$ cat src/rtl/execute_muldiv_ctrl_pkg.sv
// execute_pkg: shared width, op encodings and FSM states for the mul/div sequencer
package execute_pkg;
  localparam int XLEN = 32;
  localparam int CW = $clog2(XLEN);
  localparam logic [1:0] OP_MULT = 2'b00, OP_MULTU = 2'b01, OP_DIV = 2'b10, OP_DIVU = 2'b11;
  typedef enum logic [1:0] {S_IDLE, S_RUN, S_FIX} state_e;
endpackage

$ cat src/rtl/execute_muldiv_ctrl_if.sv
// execute_muldiv_ctrl_if: EX-stage request inputs (start/op/rs/rt/mthi/mtlo/read_hilo/flush) and HI/LO/busy/done/stall outputs
interface execute_muldiv_ctrl_if;
  logic i_start, i_mthi, i_mtlo, i_read_hilo, i_flush;
  logic [1:0] i_op;
  logic [execute_pkg::XLEN-1:0] i_rs, i_rt, o_hi, o_lo;
  logic o_busy, o_done, o_stall;
  modport slave (input i_start, i_op, i_rs, i_rt, i_mthi, i_mtlo, i_read_hilo, i_flush,
                 output o_hi, o_lo, o_busy, o_done, o_stall);
  modport master (output i_start, i_op, i_rs, i_rt, i_mthi, i_mtlo, i_read_hilo, i_flush,
                  input o_hi, o_lo, o_busy, o_done, o_stall);
endinterface

$ cat src/rtl/execute_muldiv_ctrl_step.sv
// muldiv_step: one shift-add multiply or restoring-divide iteration; acc_i/op_i/is_div_i in, acc_o/q_o out
module muldiv_step
  import execute_pkg::*;
(
  input  logic [2*XLEN-1:0] acc_i,
  input  logic [XLEN-1:0]   op_i,
  input  logic              is_div_i,
  output logic [2*XLEN-1:0] acc_o,
  output logic              q_o
);
  logic [XLEN:0] sum, dif;
  assign sum = {1'b0, acc_i[2*XLEN-1:XLEN]} + (acc_i[0] ? {1'b0, op_i} : '0);
  // remainder shifted left with the next dividend bit; borrow means the divisor does not fit
  assign dif = acc_i[2*XLEN-1:XLEN-1] - {1'b0, op_i};
  assign q_o = is_div_i & ~dif[XLEN];
  assign acc_o = is_div_i ? {q_o ? dif[XLEN-1:0] : acc_i[2*XLEN-2:XLEN-1], acc_i[XLEN-2:0], 1'b0}
                          : {sum, acc_i[XLEN-1:1]};
endmodule

$ cat src/rtl/execute_muldiv_ctrl.sv
// execute_muldiv_ctrl: iterative MULT/MULTU/DIV/DIVU sequencer owning HI/LO; clk, resetn (async low), bus (slave)
module execute_muldiv_ctrl
  import execute_pkg::*;
(
  input logic clk,
  input logic resetn,
  execute_muldiv_ctrl_if.slave bus
);
  state_e state_q;
  logic [CW-1:0] cnt_q;
  logic [2*XLEN-1:0] acc_q, acc_d, prod;
  logic [XLEN-1:0] m_q, hi_q, lo_q, rs_abs, rt_abs, quo, rem;
  logic is_div_q, neg_q, neg_r, dz_q, done_q, q_bit, sgn, is_div;
  assign is_div = bus.i_op == OP_DIV || bus.i_op == OP_DIVU;
  assign sgn = bus.i_op == OP_MULT || bus.i_op == OP_DIV;
  assign rs_abs = (sgn & bus.i_rs[XLEN-1]) ? -bus.i_rs : bus.i_rs;
  assign rt_abs = (sgn & bus.i_rt[XLEN-1]) ? -bus.i_rt : bus.i_rt;
  muldiv_step u_step (.acc_i(acc_q), .op_i(m_q), .is_div_i(is_div_q), .acc_o(acc_d), .q_o(q_bit));
  assign prod = neg_q ? -acc_q : acc_q;
  // divide by zero: quotient is all ones; remainder equals |rs| so neg_r restores the original rs
  assign quo = dz_q ? '1 : neg_q ? -acc_q[XLEN-1:0] : acc_q[XLEN-1:0];
  assign rem = neg_r ? -acc_q[2*XLEN-1:XLEN] : acc_q[2*XLEN-1:XLEN];
  always_ff @(posedge clk or negedge resetn) begin
    if (!resetn) begin
      state_q <= S_IDLE;
      cnt_q <= '0;
      acc_q <= '0;
      m_q <= '0;
      hi_q <= '0;
      lo_q <= '0;
      is_div_q <= 1'b0;
      neg_q <= 1'b0;
      neg_r <= 1'b0;
      dz_q <= 1'b0;
      done_q <= 1'b0;
    end else begin
      done_q <= 1'b0;
      if (bus.i_flush) state_q <= S_IDLE;
      else case (state_q)
        S_IDLE: if (bus.i_start) begin
          state_q <= S_RUN;
          cnt_q <= '0;
          is_div_q <= is_div;
          neg_q <= sgn & (bus.i_rs[XLEN-1] ^ bus.i_rt[XLEN-1]);
          neg_r <= sgn & bus.i_rs[XLEN-1];
          dz_q <= bus.i_rt == '0;
          m_q <= is_div ? rt_abs : rs_abs;
          acc_q <= {{XLEN{1'b0}}, is_div ? rs_abs : rt_abs};
        end else begin
          if (bus.i_mthi) hi_q <= bus.i_rs;
          if (bus.i_mtlo) lo_q <= bus.i_rs;
        end
        S_RUN: begin
          acc_q <= {acc_d[2*XLEN-1:1], acc_d[0] | q_bit};
          cnt_q <= cnt_q + 1'b1;
          if (cnt_q == CW'(XLEN-1)) state_q <= S_FIX;
        end
        S_FIX: begin
          hi_q <= is_div_q ? rem : prod[2*XLEN-1:XLEN];
          lo_q <= is_div_q ? quo : prod[XLEN-1:0];
          done_q <= 1'b1;
          state_q <= S_IDLE;
        end
        default: state_q <= S_IDLE;
      endcase
    end
  end
  assign bus.o_hi = hi_q;
  assign bus.o_lo = lo_q;
  assign bus.o_busy = state_q != S_IDLE;
  assign bus.o_done = done_q;
  assign bus.o_stall = bus.o_busy & (bus.i_start | bus.i_read_hilo | bus.i_mthi | bus.i_mtlo);
endmodule

$ cat src/flat_wrapper.sv
// flat-port wrapper written by rule: the top's interface ports become plain ports
module execute_muldiv_ctrl_flat import execute_pkg::*;
  (clk, resetn, bus_i_start, bus_i_op, bus_i_rs, bus_i_rt, bus_i_mthi, bus_i_mtlo, bus_i_read_hilo, bus_i_flush, bus_o_hi, bus_o_lo, bus_o_busy, bus_o_done, bus_o_stall);
  execute_muldiv_ctrl_if bus_i ();
  input logic clk;
  input logic resetn;
  input wire logic [$bits(bus_i.i_start)-1:0] bus_i_start;
  input wire logic [$bits(bus_i.i_op)-1:0] bus_i_op;
  input wire logic [$bits(bus_i.i_rs)-1:0] bus_i_rs;
  input wire logic [$bits(bus_i.i_rt)-1:0] bus_i_rt;
  input wire logic [$bits(bus_i.i_mthi)-1:0] bus_i_mthi;
  input wire logic [$bits(bus_i.i_mtlo)-1:0] bus_i_mtlo;
  input wire logic [$bits(bus_i.i_read_hilo)-1:0] bus_i_read_hilo;
  input wire logic [$bits(bus_i.i_flush)-1:0] bus_i_flush;
  output wire logic [$bits(bus_i.o_hi)-1:0] bus_o_hi;
  output wire logic [$bits(bus_i.o_lo)-1:0] bus_o_lo;
  output wire logic [$bits(bus_i.o_busy)-1:0] bus_o_busy;
  output wire logic [$bits(bus_i.o_done)-1:0] bus_o_done;
  output wire logic [$bits(bus_i.o_stall)-1:0] bus_o_stall;
  assign bus_i.i_start = bus_i_start;
  assign bus_i.i_op = bus_i_op;
  assign bus_i.i_rs = bus_i_rs;
  assign bus_i.i_rt = bus_i_rt;
  assign bus_i.i_mthi = bus_i_mthi;
  assign bus_i.i_mtlo = bus_i_mtlo;
  assign bus_i.i_read_hilo = bus_i_read_hilo;
  assign bus_i.i_flush = bus_i_flush;
  assign bus_o_hi = bus_i.o_hi;
  assign bus_o_lo = bus_i.o_lo;
  assign bus_o_busy = bus_i.o_busy;
  assign bus_o_done = bus_i.o_done;
  assign bus_o_stall = bus_i.o_stall;
  execute_muldiv_ctrl u_core (.clk(clk), .resetn(resetn), .bus(bus_i));
endmodule
$ cat config.mk
export PLATFORM = sky130hd
export DESIGN_NAME = execute_muldiv_ctrl_flat
export DESIGN_NICKNAME = d
export VERILOG_FILES = /design/src/rtl/execute_muldiv_ctrl_pkg.sv /design/src/rtl/execute_muldiv_ctrl_if.sv /design/src/rtl/execute_muldiv_ctrl_step.sv /design/src/rtl/execute_muldiv_ctrl.sv /design/src/flat_wrapper.sv
export SDC_FILE = /design/constraint.sdc
export NUM_CORES = 1
export LEC_CHECK = 0
export BUFFER_PORTS_ARGS = -buffer_cell sky130_fd_sc_hd__buf_2
export CAP_MARGIN = 15
export CORE_MARGIN = 2
export CORE_UTILIZATION = 50
export DETAILED_ROUTE_END_ITERATION = 16
export PLACE_DENSITY = 0.67
export SLEW_MARGIN = 20
export SYNTH_ARGS = -nofsm -noshare
export SYNTH_HDL_FRONTEND = slang
export SYNTH_SLANG_ARGS = --single-unit
$ cat constraint.sdc
create_clock -name clk -period 4 [get_ports clk]
set_clock_uncertainty 0.05 [all_clocks]
set_input_delay 0 -clock clk [delete_from_list [all_inputs] [get_ports clk]]
set_output_delay 0 -clock clk [all_outputs]
set_load 0.01 [all_outputs]
[Word level (Yosys, flattened, before mapping)]
Cells that the tools add are included.
Word-level totals
  register bits after elaboration: 172
  input bits: 73
  word-level logic and storage cells: 84
Cells by class
  equality and inequality tests: 11
  bitwise gates (word level): 12
  reductions and logical operators: 13
  add/sub/neg operators: 8
  mux-type cells: 29
Operators with widths (count)
  $mux W32: 15
  $mux W64: 3
  $neg A32 Y32: 4
  $pmux W32 S2: 2
  $pmux W64 S2: 1
  $neg A64 Y64: 1
  $add A32 B33 Y33: 1
  $sub A33 B32 Y33: 1
  $logic_not A32 Y1: 1
  $pmux W5 S2: 1
  $ne A2 B2 Y1 const B: 4
  $reduce_and A4 Y1: 2
  $eq A2 B2 Y1 const B: 3
  $mux W2: 3
  $reduce_and A3 Y1: 2
  $reduce_bool A2 Y1: 3
  $add A5 B1 Y5 const B: 1
  $and A1 B1 Y1: 5
  $eq A5 B5 Y1 const B: 1
  $mux W5: 1
  $logic_not A2 Y1: 2
  $or A1 B1 Y1: 4
  $pmux W2 S2: 1
  $ne A3 B2 Y1 const B: 1
  7 further kinds: 10

[Depth between registers and ports, before layout]
Gate-level depths: netlist (run 1).
  depth in word-level cells: 7
  mapped depth: 16
  mapped depth without buffers: 14

[Cells and area by module]
A second synthesis (run 1) with hierarchy kept.
Unflattened totals
  cell total of the unflattened synthesis: 1903
  area total of the unflattened synthesis: 15253.4 µm²
Modules (own cells, without submodules)
  execute_muldiv_ctrl: times used 1, cells each 1235, area an instance 10587.7 µm²
  muldiv_step: times used 1, cells each 668, area an instance 4665.7 µm²

[Worst setup path after synthesis (run 1)]
OpenSTA, ideal clock, no wires.
  path kind: register -> register
  start point: register u_core.acc_q[31]
  end point: register u_core.acc_q[59]
  path buffers: 3
  setup time: 0.080 ns
  arrival: 3.543 ns
  setup slack: 0.327 ns
  stages on the path, launching flop included: 16
  cell sequence: dfrtp_1 clkbuf_1 inv_1 ha_1 fa_1 nand2b_1 a21oi_1 o21ai_0 a221oi_2 o32ai_1 o31a_1 or3_1 buf_2 buf_2 o41ai_1 a2bb2oi_1
On the way
  cells in the longest elaborated chain, start to end: 6
Ends and longest elaborated chain
  from (decl): RTL line execute_muldiv_ctrl.sv:11  | logic [2*XLEN-1:0] acc_q, acc_d, prod;
  from (signal assigned): RTL line execute_muldiv_ctrl.sv:48  | acc_q <= {{XLEN{1'b0}}, is_div ? rs_abs : rt_abs};
  from (signal assigned): RTL line execute_muldiv_ctrl.sv:54  | acc_q <= {acc_d[2*XLEN-1:1], acc_d[0] | q_bit};
  $sub A33 B32 Y33 (*): RTL line execute_muldiv_ctrl_step.sv:14  | assign dif = acc_i[2*XLEN-1:XLEN-1] - {1'b0, op_i};
  $not A1 Y1: RTL line execute_muldiv_ctrl_step.sv:15  | assign q_o = is_div_i & ~dif[XLEN];
  $and A1 B1 Y1: RTL line execute_muldiv_ctrl_step.sv:15
  $mux W32 (*): RTL line execute_muldiv_ctrl_step.sv:16  | assign acc_o = is_div_i ? {q_o ? dif[XLEN-1:0] : acc_i[2*XLEN-2:XLEN-1], acc_i[XLEN-2:0], 1'b0}
  $mux W64 (*): RTL line execute_muldiv_ctrl_step.sv:16
  $pmux W64 S2 (*): RTL line execute_muldiv_ctrl.sv:39  | else case (state_q)
Every way passes the cells marked *; elsewhere a longest branch is shown, timed or not.
A chain may end at the register's enable or synchronous reset.

[Worst setup path after layout (run 1)]
  start point: register u_core.m_q[0]
  end point: register u_core.acc_q[39]
On the way
  cells in the longest elaborated chain, start to end: 6
  elaborated cells between the ends (all ways): 8
  classes of those cells: add/sub (2); mux (4); bitwise (2)
Ends and longest elaborated chain
  from (decl): RTL line execute_muldiv_ctrl.sv:12  | logic [XLEN-1:0] m_q, hi_q, lo_q, rs_abs, rt_abs, quo, rem;
  from (signal assigned): RTL line execute_muldiv_ctrl.sv:47  | m_q <= is_div ? rt_abs : rs_abs;
  $sub A33 B32 Y33: RTL line execute_muldiv_ctrl_step.sv:14
  $not A1 Y1: RTL line execute_muldiv_ctrl_step.sv:15
  $and A1 B1 Y1: RTL line execute_muldiv_ctrl_step.sv:15
  $mux W32: RTL line execute_muldiv_ctrl_step.sv:16
  $mux W64 (*): RTL line execute_muldiv_ctrl_step.sv:16
  $pmux W64 S2 (*): RTL line execute_muldiv_ctrl.sv:39
Marks and branches as above.

==> metrics.md, run 1 <==
| Metric | Value |
|---|---|
| Internal Power | `slightly below 6 mW` |
| Clk root buf | `clkbuf_16` |
| Final Setup Violations | `0` |
| Dpl ws | `-0.002335 ns` |
| Power Density | `approximately 670 nW/um2` |
| Run status | `complete, but fails checks` |
| Buffers on Ports | `139` |
| Lkg Pwr | `7.680 nW` |
| CP Capture Type | `flop` |
| Die area | `approximately 31,000 um2` |
| 1st-pass router iterations | `6` |
| Crit path kind | `flop to flop` |
| Combinational share of power | `61.2%` |
| Nets | `~2,200` |
| Clock Pin Slew Worst Setup and Hold Paths | `roughly 0.08 ns` |
| Worst hold slack | `-0.0005493 ns` |
| DR iter-0 viols | `between 1,500 and 2,000` |
| Antenna cells | `0` |
| Relative slew slack | `between 30% and 40%` |
| Syn Std Cell Area | `14,670 um2` |
| RSZ-0062 raised after global routing | `no` |
| Worst Tran Pin Value | `1.032 ns` |
| Multi-input gate area | `just under 10,000 um2` |
| # rows | `62` |
| Global-route wire length before repair | `between 80 and 90 mm` |
| Fmax | `262.6 MHz` |
| Core area | `28,780 um2` |
| Flop pwr share | `23.6%` |
| Worst r2r dst | `u_core.acc_q[39]` |
| Register-to-Register Setup Slack | `about 0.19 ns` |
| Tmin final | `3.808 ns` |
| I/O pins | `140` |
| DP HPWL | `41.08 mm` |
| Die H | `175.3 um` |
| Failing checks | `negative hold slack` |
| Clock Path Buffers | `2` |
| Total GRT Usage | `a little over a third` |
| Mapped Cells | `between 1,500 and 2,000` |
| Worst min path class | `input port to flop` |
| Synth Net Count | `2,083` |
| Syn avg cell area | `between 7 and 8 um2` |
| Average wire per standard cell | `around 22 um` |
| Max VDD drop | `0.0004237 V` |
| GPL Wtd Cong | `roughly 0.96` |
| Clock Power Share | `between 15 and 20%` |
| Sequential cell area fraction in the yosys report | `roughly 29%` |
| TritonCTS clock tree | `done` |
| Number of synthesized register bits | `approximately 170` |
| Sw Ratio | `approximately 48%` |
| Drt total wl | `about 54 mm` |
| Routed Antenna Nets | `0` |
| Cell depth of the worst hold path | `3` |
| Clock sink total | `172` |
| Critical Path RT | `4.29 ns` |
| YS warnings | `0` |
| Via density | `a little over 6` |
| Layout cells sized above 1 | `~14%` |
| Max cap viols | `0` |
| Number of global-route vias before repair | `around 14,000` |
| Gr ovfl total | `0` |
| Final WS setup | `0.1924 ns` |
| CTS Buf Count | `17` |
| Worst skew pair latency | `roughly 0.46 ns` |
| DR DRC count | `0` |
| Pin count of the biggest net entering global routing | `a little over 90` |
| Psw | `about 5.5 mW` |
| Fin. Hold Viols | `1` |
| Pins Over Slew Limit | `0` |
| Die width | `roughly 180 um` |
| FF-to-FF path depth | `13` |
| Final period utilization | `between 90% and 100%` |
| Design Power | `~11 mW` |
| Storage cell area | `~4300 um2` |
| Main synth FF type | `dfrtp_1` |
| Hold path endpoint | `u_core.bus.o_lo[17]` |
| Initial Util | `approximately half` |
| Final-layout fill cell count | `around 2,700` |
| CP Launch Type | `flop` |
| H-tree Lvls | `4` |
| Post-synth EDFFs | `0` |
| Hold Startpoint | `bus_i_rs[17]` |
| Data arrival, critical path | `roughly 4.1 ns` |
| Ys async rst share | `100.0%` |
| Area Overhead vs Synth | `16.09%` |
| Fin Setup TNS | `0 ns` |
| Reg2reg start | `u_core.m_q[0]` |
| Vias | `15,450` |
| Critical path fanouts, max | `53` |
| Initial antenna violation count | `0` |
| Final core occ | `approximately 60%` |
| Synth cell types | `between 70 and 80` |
-- cell usage after synthesis (16+ instances only) --
cell type | number | area (um2)
a21o_1 | 29 | 217.7
a21oi_1 | 225 | 1126
a22oi_1 | 16 | 120.1
clkbuf_1 | 102 | 382.9
dfrtp_1 | 172 | 4304
ha_1 | 70 | 875.8
inv_1 | 62 | 232.7
mux2i_1 | 51 | 510.5
nand2_1 | 208 | 780.8
nand2b_1 | 21 | 131.4
nand3_1 | 30 | 150.1
nor2_1 | 235 | 882.1
nor3_1 | 35 | 175.2
nor4_1 | 16 | 100.1
o211ai_1 | 18 | 135.1
o21ai_0 | 203 | 1016
o22ai_1 | 36 | 225.2
o31ai_1 | 21 | 157.7
xnor2_1 | 121 | 1060
xor2_1 | 51 | 446.7
-- how the worst max path moves through the flow --
stage,startpoint,end,slack (ns),cells after the start
3_3_place_gp,u_core.m_q[0],u_core.acc_q[39],0.1,13
5_1_grt,u_core.m_q[0],u_core.acc_q[59],0.006,12
4_1_cts,u_core.m_q[0],u_core.acc_q[59],0.07,12
6_report,u_core.m_q[0],u_core.acc_q[39],0.19,13
2_1_floorplan,u_core.acc_q[31],u_core.acc_q[59],0.33,15
3_5_place_dp,u_core.m_q[0],u_core.acc_q[59],-0.002,12
-- power groups by stage --
stage,clock [mW],combinational [mW],sequential [mW]
final,1.73,6.95,2.68
after global routing,1.81,7.59,2.73
after CTS,1.74,6.78,2.66
after detailed placement,0,6.72,2.69
after global placement,0,6.67,2.67
after floorplan,0,4.56,2.72
-- routing by layer --
layer,global-route usage (%),wire (um)
met1,50.20,23390
met2,51.67,23040
met3,6.732,5873
met4,14.65,2138
met5,0,0
-- stage by stage --
stage / cell area [um2] / cells / hold slack [ns]
3_5_place_dp: 16010 / 2414 / 0.1022
2_1_floorplan: 14670 / 1938 / -0.3456
6_report: 17030 / 2485 / -0.0005493
5_1_grt: 17030 / 2485 / 0.01363
4_1_cts: 17000 / 2485 / 0.002385
3_3_place_gp: 16010 / 2414 / 0.1021
-- worst max-delay path, stage by stage, from the launching register on --
cell      delay, ns
dfrtp_1        0.41
ha_1           0.24
fa_1           0.42
nand2b_1       0.20
a21oi_2        0.19
o21ai_2        0.14
a221oi_2       0.33
o32ai_1        0.17
o31a_1         0.29
or3_2          0.50
buf_12         0.21
mux2_2         0.31
a21oi_1        0.15
nor2_1         0.06
-- final cells by class --
class,instances,area share [%]
clock buffer,17,2.498
clock inverter,15,1.036
inverter,64,1.411
multi-input combinational,1580,57.01
sequential,172,25.28
tap,384,2.822
timing repair buffer,253,9.942
-- layout by cell type (no fill, tap or decap), types with 7 or more instances in the layout --
cell           instances
nor3_1                35
or3_1                 14
dfrtp_1              171
mux2_2                 7
buf_2                138
a22oi_1               16
nor2b_1               12
xor2_1                51
buf_4                 72
and2_1                 8
nor4_1                16
o21ai_0              202
xnor2_1              121
a21oi_1              224
dlygate4sd3_1         39
o21bai_1               7
inv_1                 62
ha_1                  70
nor2_1               233
nand4_1               10
o41ai_1                7
nand2_1              208
a21o_1                29
and3_1                 9
o21a_1                11
o22ai_1               36
o31ai_1               21
nand3_1               30
o211ai_1              18
clkbuf_16             17
nand2b_1              20
mux2i_1               51
a31oi_1               14
-- what timing repair did --
| item | in CTS | in global routing |
|---|---|---|
| setup endpoints to repair | 1 | 11 |
| setup buffers | 0 | 0 |
| endpoints found under the hold margin | 140 | 0 |
| hold buffers | 39 | 0 |
| pin swaps | 0 | 1 |
| gates resized for setup | 1 | 7 |
-- kinds of logic (layout without fill, tap and decap cells) --
logic type	after synthesis	after routing	share of synthesized area (%)
AO/OA/AOI/OAI	652	652	26.16
AND/OR/NAND/NOR	626	626	18.98
buffers and inverters	186	349	4.982
XOR/XNOR	172	172	10.27
flip-flops	172	172	29.34
adder cells (fa/ha/maj)	72	72	6.244
multiplexers	58	58	4.018
-- flip-flops by register name (all words and copies together) (netlist names) --
signal	flops
u_core.acc_q	64
u_core.bus.o_done	1
u_core.bus.o_hi	32
u_core.bus.o_lo	32
u_core.cnt_q	5
u_core.dz_q	1
u_core.is_div_q	1
u_core.m_q	32
u_core.neg_q	1
u_core.neg_r	1
u_core.state_q	2
No activity file was read; power rests on OpenSTA's default activity.
==> run 2, diff against run 1 <==
- CORE_UTILIZATION: 50 -> 46
- PLACE_DENSITY: 0.67 -> 0.62
==> metrics.md, run 2 (same netlist as run 1, synthesis figures left out) <==
| Metric | Value |
|---|---|
| CP cell instances | `ha_1 -> fa_1 -> nand2b_1 -> a21oi_2 -> o21ai_1 -> a221oi_2 -> o32ai_2 -> o31a_1 -> or3_2 -> buf_12 -> mux2_2 -> a21oi_1 -> nor2_1` |
| Register-to-Register Setup Slack | `0.11 ns` |
| Hold path endpoint | `u_core.m_q[12]` |
| Routed Antenna Nets | `0` |
| CP Capture Type | `flop` |
| Reg2reg start | `u_core.m_q[0]` |
| Crit path largest cell delay | `0.51 ns` |
| Max reg flops | `64` |
| Tmin final | `3.891 ns` |
| Fin Setup TNS | `0 ns` |
| Initial antenna violation count | `1` |
| FF-to-FF path depth | `13` |
| Area Overhead vs Synth | `17.03%` |
| Fin. Hold Viols | `0` |
| Worst Tran Pin Value | `slightly above 0.9 ns` |
| Worst skew pair latency | `0.45 ns` |
| Pins Over Slew Limit | `0` |
| Die H | `between 150 and 200 um` |
| Met2 usage | `50.87%` |
| Internal Power | `between 6 and 7 mW` |
| TritonCTS clock tree | `done` |
| Critical Path Slowest Stage Cell | `or3_2` |
| GRT Max-Usage Layer | `met2` |
| I/O pins | `140` |
| Drt total wl | `approximately 56 mm` |
| CP top delay family | `compound AO/OA/AOI/OAI gates` |
| Core area | `approximately 31,000 um2` |
| Combinational share of power | `~60%` |
| Worst min path class | `input port to flop` |
| Clock Power Share | `between 10% and 20%` |
| Global-route wire length before repair | `about 85 mm` |
| Relative slew slack | `about two fifths` |
| DP HPWL | `42.90 mm` |
| Clock Path Buffers | `2` |
| GPL Wtd Cong | `around 0.95` |
| Most flops, register | `u_core.acc_q` |
| Critical path fanouts, max | `53` |
| CP Launch Type | `flop` |
| Max cap viols | `0` |
| Gr ovfl total | `0` |
| Power Density | `a little under 700 nW/um2` |
| Max VDD drop | `between 0.0004 and 0.0005 V` |
| Routing usage on met3 | `between 5 and 6%` |
| Placed cell areas | `approximately 16,000 um2` |
| Buf/Inv on CP | `1` |
| Hold Startpoint | `bus_i_rt[12]` |
| Average wire per standard cell | `22.43 um` |
| Run status | `complete, no violations` |
| Nets | `about 2,200` |
| Fmax | `about 260 MHz` |
| Data arrival, critical path | `around 4.2 ns` |
| Vias | `15,220` |
| Clock sink total | `172` |
| Sw Ratio | `a little under half` |
| Die area | `33,330 um2` |
| Lkg Pwr | `roughly 7.7 nW` |
| # rows | `65` |
| Die width | `approximately 180 um` |
| Antenna cells | `0` |
| Pin count of the biggest net entering global routing | `84` |
| Final core occ | `a little over half` |
| 1st-pass router iterations | `6` |
| Flop pwr share | `roughly a quarter` |
| Commonest non-fill, non-tap cells in the layout | `233 x nor2_1, 224 x a21oi_1, 208 x nand2_1` |
| DR DRC count | `0` |
| Most common cell after layout, fill and taps aside | `nor2_1` |
| Number of global-route vias before repair | `between 10,000 and 15,000` |
| Worst hold slack | `0.01078 ns` |
| Final period utilization | `about 97%` |
| Via density | `~6.1` |
| Crit path kind | `flop to flop` |
| Psw | `5.540 mW` |
| Layout cells sized above 1 | `13.72%` |
| CTS Buf Count | `17` |
| Cell area after layout | `17,170 um2` |
| Buffers on Ports | `around 140` |
| Clock Pin Slew Worst Setup and Hold Paths | `0.08 ns` |
| Worst r2r dst | `u_core.acc_q[44]` |
| Initial Util | `a little under half` |
| Clk root buf | `clkbuf_16` |
| Cell depth of the worst hold path | `4` |
| GRT met1 Usage | `between 40 and 50%` |
| Critical Path RT | `~4.3 ns` |
| RSZ-0062 raised after global routing | `yes` |
| H-tree Lvls | `4` |
| Final-layout fill cell count | `roughly 3,000` |
| Total GRT Usage | `33.76%` |
| Final Setup Violations | `0` |
| DR iter-0 viols | `approximately 1,500` |
[run 2: power by group through the flow]
stage | Sequential [mW] | Clock [mW] | Combinational (mW)
3_3_place_gp | 2.74 | 0 | 6.79
6_report | 2.74 | 1.79 | 7.02
4_1_cts | 2.72 | 1.82 | 6.87
5_1_grt | 2.79 | 1.88 | 7.63
3_5_place_dp | 2.75 | 0 | 6.80
2_1_floorplan | 2.72 | 0 | 4.56
[run 2: what timing repair did]
| item | in CTS | in global routing |
|---|---|---|
| buffers inserted | 0 | 0 |
| setup endpoints to repair | 0 | 17 |
| endpoints found under the hold margin | 144 | 0 |
| hold buffers | 45 | 0 |
| resized for setup | 0 | 7 |
[run 2: final cells by class]
class | instances | area (um2) | share of cell area (%)
multi-input combinational | 1580 | 9697 | 56.49
sequential | 172 | 4305 | 25.08
timing repair buffer | 265 | 1805 | 10.52
tap | 402 | 503.0 | 2.930
clock buffer | 19 | 452.9 | 2.639
inverter | 64 | 244.0 | 1.421
clock inverter | 13 | 157.7 | 0.9184
[run 2: worst register-to-register path, stage by stage (launching register included)]
cell	delay, ns
dfrtp_1	0.39
ha_1	0.23
fa_1	0.40
nand2b_1	0.20
a21oi_2	0.21
o21ai_1	0.15
a221oi_2	0.41
o32ai_2	0.20
o31a_1	0.29
or3_2	0.51
buf_12	0.21
mux2_2	0.35
a21oi_1	0.15
nor2_1	0.05
[run 2: metrics by stage]
stage          std cells  setup slack (ns)  total power [mW]
6_report            2515            0.1089             11.55
5_1_grt             2515          -0.04010             12.30
4_1_cts             2515           0.07079             11.40
3_5_place_dp        2438           0.09134             9.547
3_3_place_gp        2437            0.1843             9.526
2_1_floorplan       1938            0.3274             7.277
[run 2: how the worst max path moves through the flow]
stage	start	endpoint	slack, ns	depth (start not counted)
finish	u_core.m_q[0]	u_core.acc_q[44]	0.11	13
floorplan	u_core.acc_q[31]	u_core.acc_q[59]	0.33	15
detailed placement	u_core.m_q[0]	u_core.acc_q[58]	0.09	13
global route	u_core.m_q[0]	u_core.acc_q[58]	-0.04	13
global placement	u_core.m_q[0]	u_core.acc_q[59]	0.18	12
CTS	u_core.m_q[0]	u_core.acc_q[59]	0.07	12
[run 2: layer usage]
metal  up-vias  wire, um
met3       125      4738
met5         -        11
li1       7212         -
met1      7145     25440
met2       732     24270
met4         2      1931
